## config.mk

```make
export PLATFORM = sky130hd
export DESIGN_NAME = uart_rx
export DESIGN_NICKNAME = d
export VERILOG_FILES = /design/src/rtl/uart_pkg.sv /design/src/rtl/uart_baud_tick.sv /design/src/rtl/uart_rx.sv
export SDC_FILE = /design/constraint.sdc
export NUM_CORES = 1
export LEC_CHECK = 0
export ABC_CLOCK_PERIOD_IN_PS = 3450
export BUFFER_PORTS_ARGS = -buffer_cell sky130_fd_sc_hd__clkbuf_2
export CAP_MARGIN = 10
export CORE_MARGIN = 4
export CORE_UTILIZATION = 61
export DETAILED_ROUTE_END_ITERATION = 8
export MAX_ROUTING_LAYER = met4
export PLACE_DENSITY = 0.81
export SLEW_MARGIN = 10
export SYNTH_ARGS = -nofsm -noshare
export SYNTH_HDL_FRONTEND = slang
export SYNTH_SLANG_ARGS = --single-unit
export TNS_END_PERCENT = 100
```

## constraint.sdc

```tcl
create_clock -name clk -period 3.45 [get_ports clk]
set_clock_uncertainty 0.15 [all_clocks]
set_input_delay 0.345 -clock clk [delete_from_list [all_inputs] [get_ports clk]]
set_output_delay 0.345 -clock clk [all_outputs]
set_load 0.1 [all_outputs]
```

## src/rtl/uart_pkg.sv

```systemverilog
// Shared definitions for the UART receiver: FSM encoding, oversampling and frame constants.
// Latency: n/a (package only).
// Backpressure: n/a.
package uart_pkg;

    typedef enum logic [1:0] {
        ST_IDLE  = 2'd0,
        ST_START = 2'd1,
        ST_DATA  = 2'd2,
        ST_STOP  = 2'd3
    } uart_state_e;

    localparam int          OVS      = 16;      // oversample ticks per bit
    localparam int          DATA_W   = 8;       // payload bits per frame
    localparam logic        IDLE_LVL = 1'b1;    // line level when nothing is sent
    localparam logic [7:0]  RST_DISP = 8'h30;   // ASCII '0' so the display reads "0" after reset

    // Clocks per oversample tick, truncated; never below 1 so the divider always runs.
    function automatic int baud_div(input int clk_freq, input int baud);
        int d;
        d = clk_freq / (baud * OVS);
        return (d < 1) ? 1 : d;
    endfunction

endpackage

```

## src/rtl/uart_baud_tick.sv

```systemverilog
// Oversample tick generator: one-cycle tick every DIV clocks while not cleared.
// Latency: first tick DIV clocks after clear drops; tick is decoded from the counter register.
// Backpressure: none; clear holds the counter at zero.
module uart_baud_tick #(
    parameter int DIV = 27
) (
    input  logic clk,
    input  logic rst,
    input  logic clear,
    output logic tick
);

    localparam int            CW   = (DIV > 1) ? $clog2(DIV) : 1;
    localparam logic [CW-1:0] LAST = CW'(DIV - 1);

    logic [CW-1:0] cnt_q;

    // Free-running modulo-DIV counter, parked at zero while cleared.
    always_ff @(posedge clk) begin
        if (rst || clear) begin
            cnt_q <= '0;
        end else if (cnt_q == LAST) begin
            cnt_q <= '0;
        end else begin
            cnt_q <= cnt_q + CW'(1);
        end
    end

    assign tick = !clear && (cnt_q == LAST);

endmodule

```

## src/rtl/uart_rx.sv

```systemverilog
// 8N1 UART receiver with 16x oversampling; holds last good byte for the display decoder.
// Latency: rx_valid/frame_err pulse one clock after the mid-stop-bit sample.
// Backpressure: none; result pulses are single-cycle and rx_data holds until the next good frame.
module uart_rx
    import uart_pkg::*;
#(
    parameter int CLK_FREQ = 50_000_000,
    parameter int BAUD     = 9600
) (
    input  logic       clk,
    input  logic       rst,
    input  logic       rx,
    output logic [7:0] rx_data,
    output logic       rx_valid,
    output logic       frame_err,
    output logic       rx_busy
);

    localparam int         DIV       = baud_div(CLK_FREQ, BAUD);
    localparam logic [3:0] TICK_LAST = 4'(OVS - 1);
    localparam logic [3:0] TICK_MID  = 4'(OVS / 2 - 1);
    localparam logic [2:0] BIT_LAST  = 3'(DATA_W - 1);

    uart_state_e       state_q, state_d;
    logic              rx_meta_q, rx_sync_q, rx_prev_q;
    logic [3:0]        tick_cnt_q, tick_cnt_d;
    logic [2:0]        bit_cnt_q, bit_cnt_d;
    logic [DATA_W-1:0] shift_q, shift_d;
    logic [DATA_W-1:0] rx_data_q, rx_data_d;
    logic              rx_valid_q, rx_valid_d;
    logic              frame_err_q, frame_err_d;
    logic              rx_busy_q;
    logic              tick;
    logic              div_clear;

    // Divider idles at zero so the first tick lands DIV clocks after the start edge.
    assign div_clear = (state_q == ST_IDLE);

    uart_baud_tick #(
        .DIV (DIV)
    ) u_baud_tick (
        .clk   (clk),
        .rst   (rst),
        .clear (div_clear),
        .tick  (tick)
    );

    // Two-flop synchroniser plus one delayed copy for falling-edge detection.
    always_ff @(posedge clk) begin
        if (rst) begin
            rx_meta_q <= IDLE_LVL;
            rx_sync_q <= IDLE_LVL;
            rx_prev_q <= IDLE_LVL;
        end else begin
            rx_meta_q <= rx;
            rx_sync_q <= rx_meta_q;
            rx_prev_q <= rx_sync_q;
        end
    end

    // State, counters, shift register and output registers.
    always_ff @(posedge clk) begin
        if (rst) begin
            state_q     <= ST_IDLE;
            tick_cnt_q  <= '0;
            bit_cnt_q   <= '0;
            shift_q     <= '0;
            rx_data_q   <= RST_DISP;
            rx_valid_q  <= 1'b0;
            frame_err_q <= 1'b0;
            rx_busy_q   <= 1'b0;
        end else begin
            state_q     <= state_d;
            tick_cnt_q  <= tick_cnt_d;
            bit_cnt_q   <= bit_cnt_d;
            shift_q     <= shift_d;
            rx_data_q   <= rx_data_d;
            rx_valid_q  <= rx_valid_d;
            frame_err_q <= frame_err_d;
            rx_busy_q   <= (state_d != ST_IDLE);
        end
    end

    // Next-state logic: start qualification at mid start bit, then one sample per 16 ticks.
    always_comb begin
        state_d     = state_q;
        tick_cnt_d  = tick_cnt_q;
        bit_cnt_d   = bit_cnt_q;
        shift_d     = shift_q;
        rx_data_d   = rx_data_q;
        rx_valid_d  = 1'b0;
        frame_err_d = 1'b0;

        case (state_q)
            ST_IDLE: begin
                tick_cnt_d = '0;
                bit_cnt_d  = '0;
                // Only a 1->0 transition starts a frame; a line stuck low does not.
                if (rx_prev_q && !rx_sync_q) begin
                    state_d = ST_START;
                end
            end

            ST_START: begin
                if (tick) begin
                    tick_cnt_d = tick_cnt_q + 4'd1;
                    if (tick_cnt_q == TICK_MID) begin
                        tick_cnt_d = '0;
                        // High at mid start bit means it was a glitch.
                        state_d    = rx_sync_q ? ST_IDLE : ST_DATA;
                    end
                end
            end

            ST_DATA: begin
                if (tick) begin
                    tick_cnt_d = tick_cnt_q + 4'd1;
                    if (tick_cnt_q == TICK_LAST) begin
                        shift_d   = {rx_sync_q, shift_q[DATA_W-1:1]};
                        bit_cnt_d = bit_cnt_q + 3'd1;
                        if (bit_cnt_q == BIT_LAST) begin
                            state_d = ST_STOP;
                        end
                    end
                end
            end

            ST_STOP: begin
                if (tick) begin
                    tick_cnt_d = tick_cnt_q + 4'd1;
                    if (tick_cnt_q == TICK_LAST) begin
                        state_d = ST_IDLE;
                        if (rx_sync_q) begin
                            rx_data_d  = shift_q;
                            rx_valid_d = 1'b1;
                        end else begin
                            frame_err_d = 1'b1;
                        end
                    end
                end
            end

            default: begin
                state_d = ST_IDLE;
            end
        endcase
    end

    assign rx_data   = rx_data_q;
    assign rx_valid  = rx_valid_q;
    assign frame_err = frame_err_q;
    assign rx_busy   = rx_busy_q;

endmodule

```

Word-level counts from Yosys, hierarchy flattened
Index checks and enable logic that the tools add are counted.

storage, ports and cells
  bits in registers = 40
  bits in latches = 0
  memory bits (writable) = 0
  bits in read-only memories = 0
  bits of input ports = 3
  word-level logic and storage cells = 63
  memories kept = 0

operators by class
  add/subtract/negate cells = 3
  multipliers = 0
  divide/modulo/power cells = 0
  magnitude comparators = 0
  equal/unequal tests = 11
  shift-type cells = 0
  mux-type cells = 19
  bitwise logic cells = 3
  reductions and logical operators = 15

operator list
  cell                   count
  $mux W2                9
  $mux W4                3
  $pmux W4 S3            1
  $add A9 B1 Y9 const B  1
  $eq A9 B9 Y1 const B   1
  $pmux W2 S4            1
  $mux W3                2
  $ne A2 B2 Y1 const B   3
  $pmux W3 S2            1
  $reduce_and A3 Y1      2
  $add A4 B1 Y4 const B  1
  $eq A2 B2 Y1 const B   2
  $eq A4 B3 Y1 const B   1
  $eq A4 B4 Y1 const B   1
  $reduce_and A4 Y1      1
  $reduce_bool A2 Y1     2
  $reduce_or A2 Y1       2
  $reduce_or A4 Y1       1
  $add A3 B1 Y3 const B  1
  $eq A3 B3 Y1 const B   1
  $not A1 Y1             3
  $eq A2 B1 Y1 const B   1
  $logic_and A1 B1 Y1    2
  $logic_not A1 Y1       2
  other kinds (5)        6

Logic depth before layout (Yosys ltp)
  depth in word-level cells = 6
  depth in mapped cells = 8

Hierarchy
Synthesis repeated with hierarchy kept, for this count alone.

second synthesis, totals
  cell total of the unflattened synthesis = 184
  area, all modules = 1,715.4 um^2

modules (own cells, without submodules)
  module          times used  cells an instance  area an instance (um^2)
  uart_rx         1           136                1,268.7
  uart_baud_tick  1           48                 446.7

Worst setup path before layout
OpenSTA, ideal clock, no wires.

  path kind = register -> register
  start = register u_baud_tick.cnt_q[3]
  end = register tick_cnt_q[3]
  arrival = 1,927 ps
  slack = 1,303 ps
  stages on the path, launching flop included = 7
  clock period less this slack = 2,147 ps
  cell sequence = dfxtp_1 or4b_1 buf_2 or2_1 buf_2 or4_1 a21oi_1

between the ends
  cells in the longest elaborated chain, start to end = 4

ends and longest elaborated chain
  item                                                           line                  source
  from (decl)                                                    uart_baud_tick.sv:16  logic [CW-1:0] cnt_q;
  from (signal assigned)                                         uart_baud_tick.sv:25  cnt_q <= cnt_q + CW'(1);
  $eq A9 B9 Y1 (*)                                               uart_baud_tick.sv:29  assign tick = !clear && (cnt_q == LAST);
  $logic_and A1 B1 Y1 (*)                                        uart_baud_tick.sv:29
  $ne A2 B2 Y1 (no source line) or $ne A2 B1 Y1 (tied branches)  n/a
  $reduce_and A2 Y1 (no source line) (*)                         n/a
  to (signal assigned)                                           uart_rx.sv:74         tick_cnt_q <= tick_cnt_d;
  to (decl)                                                      uart_rx.sv:26         logic [3:0] tick_cnt_q, tick_cnt_d;

Every way passes the cells marked *; elsewhere a longest branch is shown, timed or not.
A chain may end at the register's enable or synchronous reset.

Final worst setup path
Ends and elaborated chain as after synthesis.

==> impl_metrics.xml <==
<?xml version="1.0" encoding="UTF-8"?>
<metrics>
  <group name="clocking">
    <metric name="cts_max_level" unit="">2</metric>
    <metric name="tritoncts.num_buffers" unit="">5</metric>
    <metric name="clock-root-buffer" unit="">sky130_fd_sc_hd__clkbuf_4</metric>
    <metric name="clk-insertion-delay-late" unit="ns">0.34</metric>
    <metric name="clock_pin_slew_of_the_registers_on_the_worst_case_setup_and_hold_paths" unit="ns">0.11</metric>
    <metric name="cts_tree" unit="">done</metric>
    <metric name="clock_sink_count" unit="">40</metric>
    <metric name="max-clock-path-buffers" unit="">2</metric>
    <metric name="cts-hold-fix-buffers" unit="">0</metric>
    <metric name="post_cts_resized" unit="">0</metric>
    <metric name="cts_post_setup_buffers_inserted" unit="">0</metric>
  </group>
  <group name="global_route">
    <metric name="grt.total_usage" unit="">0.180</metric>
    <metric name="grt_use_met3" unit="">0.0389</metric>
    <metric name="gr-usage-met1" unit="">0.215</metric>
    <metric name="globalRouteOverflowTotal" unit="">0</metric>
    <metric name="grt_max_degree" unit="">32</metric>
    <metric name="grt_first_pass_wirelength" unit="µm">4780</metric>
    <metric name="first_global_vias" unit="">1138</metric>
    <metric name="grt_busiest_layer" unit="">met2</metric>
    <metric name="antenna_found_initial" unit="">0</metric>
    <metric name="groute.layer.met2.usage" unit="">0.295</metric>
  </group>
  <group name="yosys">
    <metric name="post_synthesis_simple_gate_area_fraction" unit="">0.238</metric>
    <metric name="synth_area_leader_cell" unit="">sky130_fd_sc_hd__dfxtp_1</metric>
    <metric name="yosys.area.top_type_share" unit="">0.492</metric>
    <metric name="yosysUniqueCellTypes" unit="">33</metric>
    <metric name="synthTopCellsByArea" unit="">sky130_fd_sc_hd__dfxtp_1, sky130_fd_sc_hd__mux2i_1, sky130_fd_sc_hd__nor2_1</metric>
    <metric name="post-synth-top-count-cell" unit="">sky130_fd_sc_hd__dfxtp_1</metric>
    <metric name="synth.avg_cell_area" unit="µm²">9.25</metric>
    <metric name="synth_top_family_by_area" unit="">simple AND/OR/NAND/NOR gates</metric>
    <metric name="synthMuxAreaShare" unit="">0.0861</metric>
    <metric name="synthesis.instances" unit="">176</metric>
    <metric name="dominantRegCellSynth" unit="">sky130_fd_sc_hd__dfxtp_1</metric>
    <metric name="synth-adder-area-share" unit="">0.0384</metric>
    <metric name="synth.ff_latch_count" unit="">40</metric>
    <metric name="synth.top_cells.by_count" unit="">sky130_fd_sc_hd__dfxtp_1, sky130_fd_sc_hd__nor2_1, sky130_fd_sc_hd__mux2i_1</metric>
    <metric name="synth-edff-count" unit="">0</metric>
    <metric name="synth-warning-count" unit="">0</metric>
    <metric name="seq_area_frac_synth" unit="">0.492</metric>
    <metric name="synthArstFlopShare" unit="">0</metric>
    <metric name="mappedNetlistNets" unit="">184</metric>
    <metric name="syn-cell-area" unit="µm²">1630</metric>
    <metric name="synth-compound-area-share" unit="">0.0530</metric>
    <metric name="synth_xor_area_frac" unit="">0.0484</metric>
  </group>
  <group name="pwr">
    <metric name="final_total_pwr" unit="W">0.000786</metric>
    <metric name="p_leak" unit="nW">0.614</metric>
    <metric name="powerDensity" unit="nW/µm²">439</metric>
    <metric name="irDropWorstVdd" unit="mV">0.524</metric>
  </group>
  <group name="worst_setup_path">
    <metric name="criticalPathCategory" unit="">reg -&gt; reg</metric>
    <metric name="timing.rr.end" unit="">tick_cnt_q[3]</metric>
    <metric name="worstSetupEndpoint" unit="">tick_cnt_q[3]</metric>
    <metric name="timing.critical_path.from" unit="">u_baud_tick.cnt_q[3]</metric>
    <metric name="critPathMaxFanout" unit="">8</metric>
    <metric name="cp_data_arrival_time" unit="ns">2.40</metric>
    <metric name="end_kind" unit="">flip-flop</metric>
    <metric name="cp.required" unit="ns">3.58</metric>
    <metric name="cp-start-kind" unit="">flip-flop</metric>
    <metric name="r2r_cells" unit="">4</metric>
    <metric name="reg2reg_setup_slack" unit="ns">1.18</metric>
    <metric name="startpoint_of_the_worst_slack_reg_to_reg_timing_path" unit="">u_baud_tick.cnt_q[3]</metric>
  </group>
  <group name="die">
    <metric name="rows" unit="">18</metric>
    <metric name="fp.dieW" unit="µm">59.7</metric>
    <metric name="start_util" unit="">0.651</metric>
    <metric name="floorplan.die_area" unit="µm²">3560</metric>
    <metric name="vertical_extent_of_the_die" unit="µm">59.7</metric>
    <metric name="design.portCount" unit="">14</metric>
    <metric name="core_area" unit="µm²">2500</metric>
  </group>
  <group name="detailed_routing">
    <metric name="drt_iter0_drc" unit="">40</metric>
    <metric name="wire_per_inst" unit="µm">12.4</metric>
    <metric name="drc_errors" unit="">0</metric>
    <metric name="post_detailed_routing_wire_length" unit="µm">2700</metric>
    <metric name="num_vias" unit="">1224</metric>
    <metric name="post_dr_vias_cell" unit="">5.61</metric>
    <metric name="drt-pass1-iter-count" unit="">4</metric>
    <metric name="postRouteAntennaNets" unit="">0</metric>
  </group>
  <group name="place">
    <metric name="portBuffers" unit="">13</metric>
    <metric name="dp.final_hpwl" unit="µm">1930</metric>
    <metric name="routability_congestion_estimate" unit="">0.796</metric>
  </group>
  <group name="timing">
    <metric name="grt_setup_unrepaired" unit="">no</metric>
    <metric name="setup_total_negative_slack" unit="ns">0</metric>
    <metric name="final-hold-violation-count" unit="">0</metric>
    <metric name="tightestPinTransition" unit="ns">0.689</metric>
    <metric name="max_freq" unit="GHz">0.440</metric>
    <metric name="post-route-min-period" unit="ns">2.27</metric>
    <metric name="setup_viol" unit="">0</metric>
    <metric name="slew_violations" unit="">0</metric>
    <metric name="layout_worst_path_cycle_share" unit="">0.659</metric>
    <metric name="slew-limit-headroom" unit="">0.534</metric>
  </group>
  <group name="flow_run">
    <metric name="drv.max_cap_violation_count" unit="">0</metric>
  </group>
  <group name="hold_path">
    <metric name="timing.hold.worst.class" unit="">in -&gt; reg</metric>
    <metric name="holdPathStages" unit="">2</metric>
    <metric name="holdCritStartpoint" unit="">rx</metric>
  </group>
  <group name="run_status">
    <metric name="outcome" unit="">finished clean</metric>
  </group>
  <group name="finish">
    <metric name="fin_nets" unit="">195</metric>
    <metric name="drive_gt1_frac" unit="">0.149</metric>
    <metric name="antenna_cells" unit="">0</metric>
    <metric name="fill_cells" unit="">184</metric>
    <metric name="flow.area_growth_from_synthesis" unit="%">10.1</metric>
  </group>
</metrics>
## layer usage
layer	routed length [µm]	part of all wire
met1	1260	0.47
met2	1260	0.47
met3	130	0.048
met4	39	0.014
met5	0	0
## registers in the layout, indices dropped and copies added (netlist names)
signal / cells
u_baud_tick.cnt_q: 9
rx_data: 8
shift_q: 8
tick_cnt_q: 4
bit_cnt_q: 3
state_q: 2
frame_err: 1
rx_busy: 1
rx_meta_q: 1
rx_prev_q: 1
rx_sync_q: 1
rx_valid: 1
## cells in the final DEF, fill, tap and decap left out, drive strengths merged, types with 2 or more instances in the layout
| cell type | instances |
|---|---|
| dfxtp | 40 |
| nor2 | 32 |
| clkbuf | 18 |
| mux2i | 14 |
| nand3 | 8 |
| inv | 7 |
| a21oi | 7 |
| xor2 | 6 |
| nor3 | 6 |
| ha | 5 |
| nand2b | 4 |
| nand4 | 4 |
| o21ai | 4 |
| or2 | 4 |
| xnor2 | 3 |
| nor4 | 3 |
| nand3b | 2 |
| or4 | 2 |
| nand2 | 2 |
| buf | 2 |
## worst min-delay path by stage
stage | endpoint | slack (ns)
3_5_place_dp | rx_sync_q | 0.24
6_report | rx_meta_q | 0.04
2_1_floorplan | rx_sync_q | 0.24
5_1_grt | rx_meta_q | 0.04
4_1_cts | rx_meta_q | 0.02
3_3_place_gp | rx_sync_q | 0.25
## cells by family (layout without fill, tap and decap cells)
logic type,after synthesis,in the layout
adders and majority gates,5,5
muxes,14,14
DFF,40,40
buffers and inverters,18,30
xor gates and xnor gates,9,9
and+or+nand+nor,75,75
AOI/OAI and AO/OA,15,15
## where the power goes
part           leakage (nW)  internal, W  switching, W
Combinational         0.250   0.00000508     0.0000140
Sequential            0.323     0.000465    0.00000305
Clock                0.0412     0.000151      0.000148
Total                 0.614     0.000621      0.000165
## per-stage QoR
| stage | worst slack (ns) | util | cell area [µm²] | instances | hold slack, ns |
|---|---|---|---|---|---|
| after floorplan | 1.30 | - | 1630 | 176 | 0.239 |
| after global placement | 1.25 | 0.685 | 1710 | 210 | 0.253 |
| after detailed placement | 1.22 | 0.685 | 1710 | 210 | 0.245 |
| after CTS | 1.19 | 0.717 | 1790 | 218 | 0.0235 |
| after global routing | 1.09 | 0.717 | 1790 | 218 | 0.0376 |
| final | 1.18 | 0.717 | 1790 | 218 | 0.0355 |
## area by class of cell
type	count	area [µm²]	area share
sequential	40	801	0.447
clock inverter	3	42.5	0.0237
tap	30	37.5	0.0209
clock buffer	5	37.5	0.0209
timing repair buffer	15	80.1	0.0447
inverter	7	26.3	0.0147
multi-input combinational	118	767	0.428
## worst max-delay path, cell delays in order, from the launching register on
cell and delay [ns]:
sky130_fd_sc_hd__dfxtp_1 0.36, sky130_fd_sc_hd__or4b_1 0.68, sky130_fd_sc_hd__or2_1 0.36, sky130_fd_sc_hd__or4_1 0.52, sky130_fd_sc_hd__a21oi_1 0.14
Note: power is estimated with default switching activity, not from simulation.
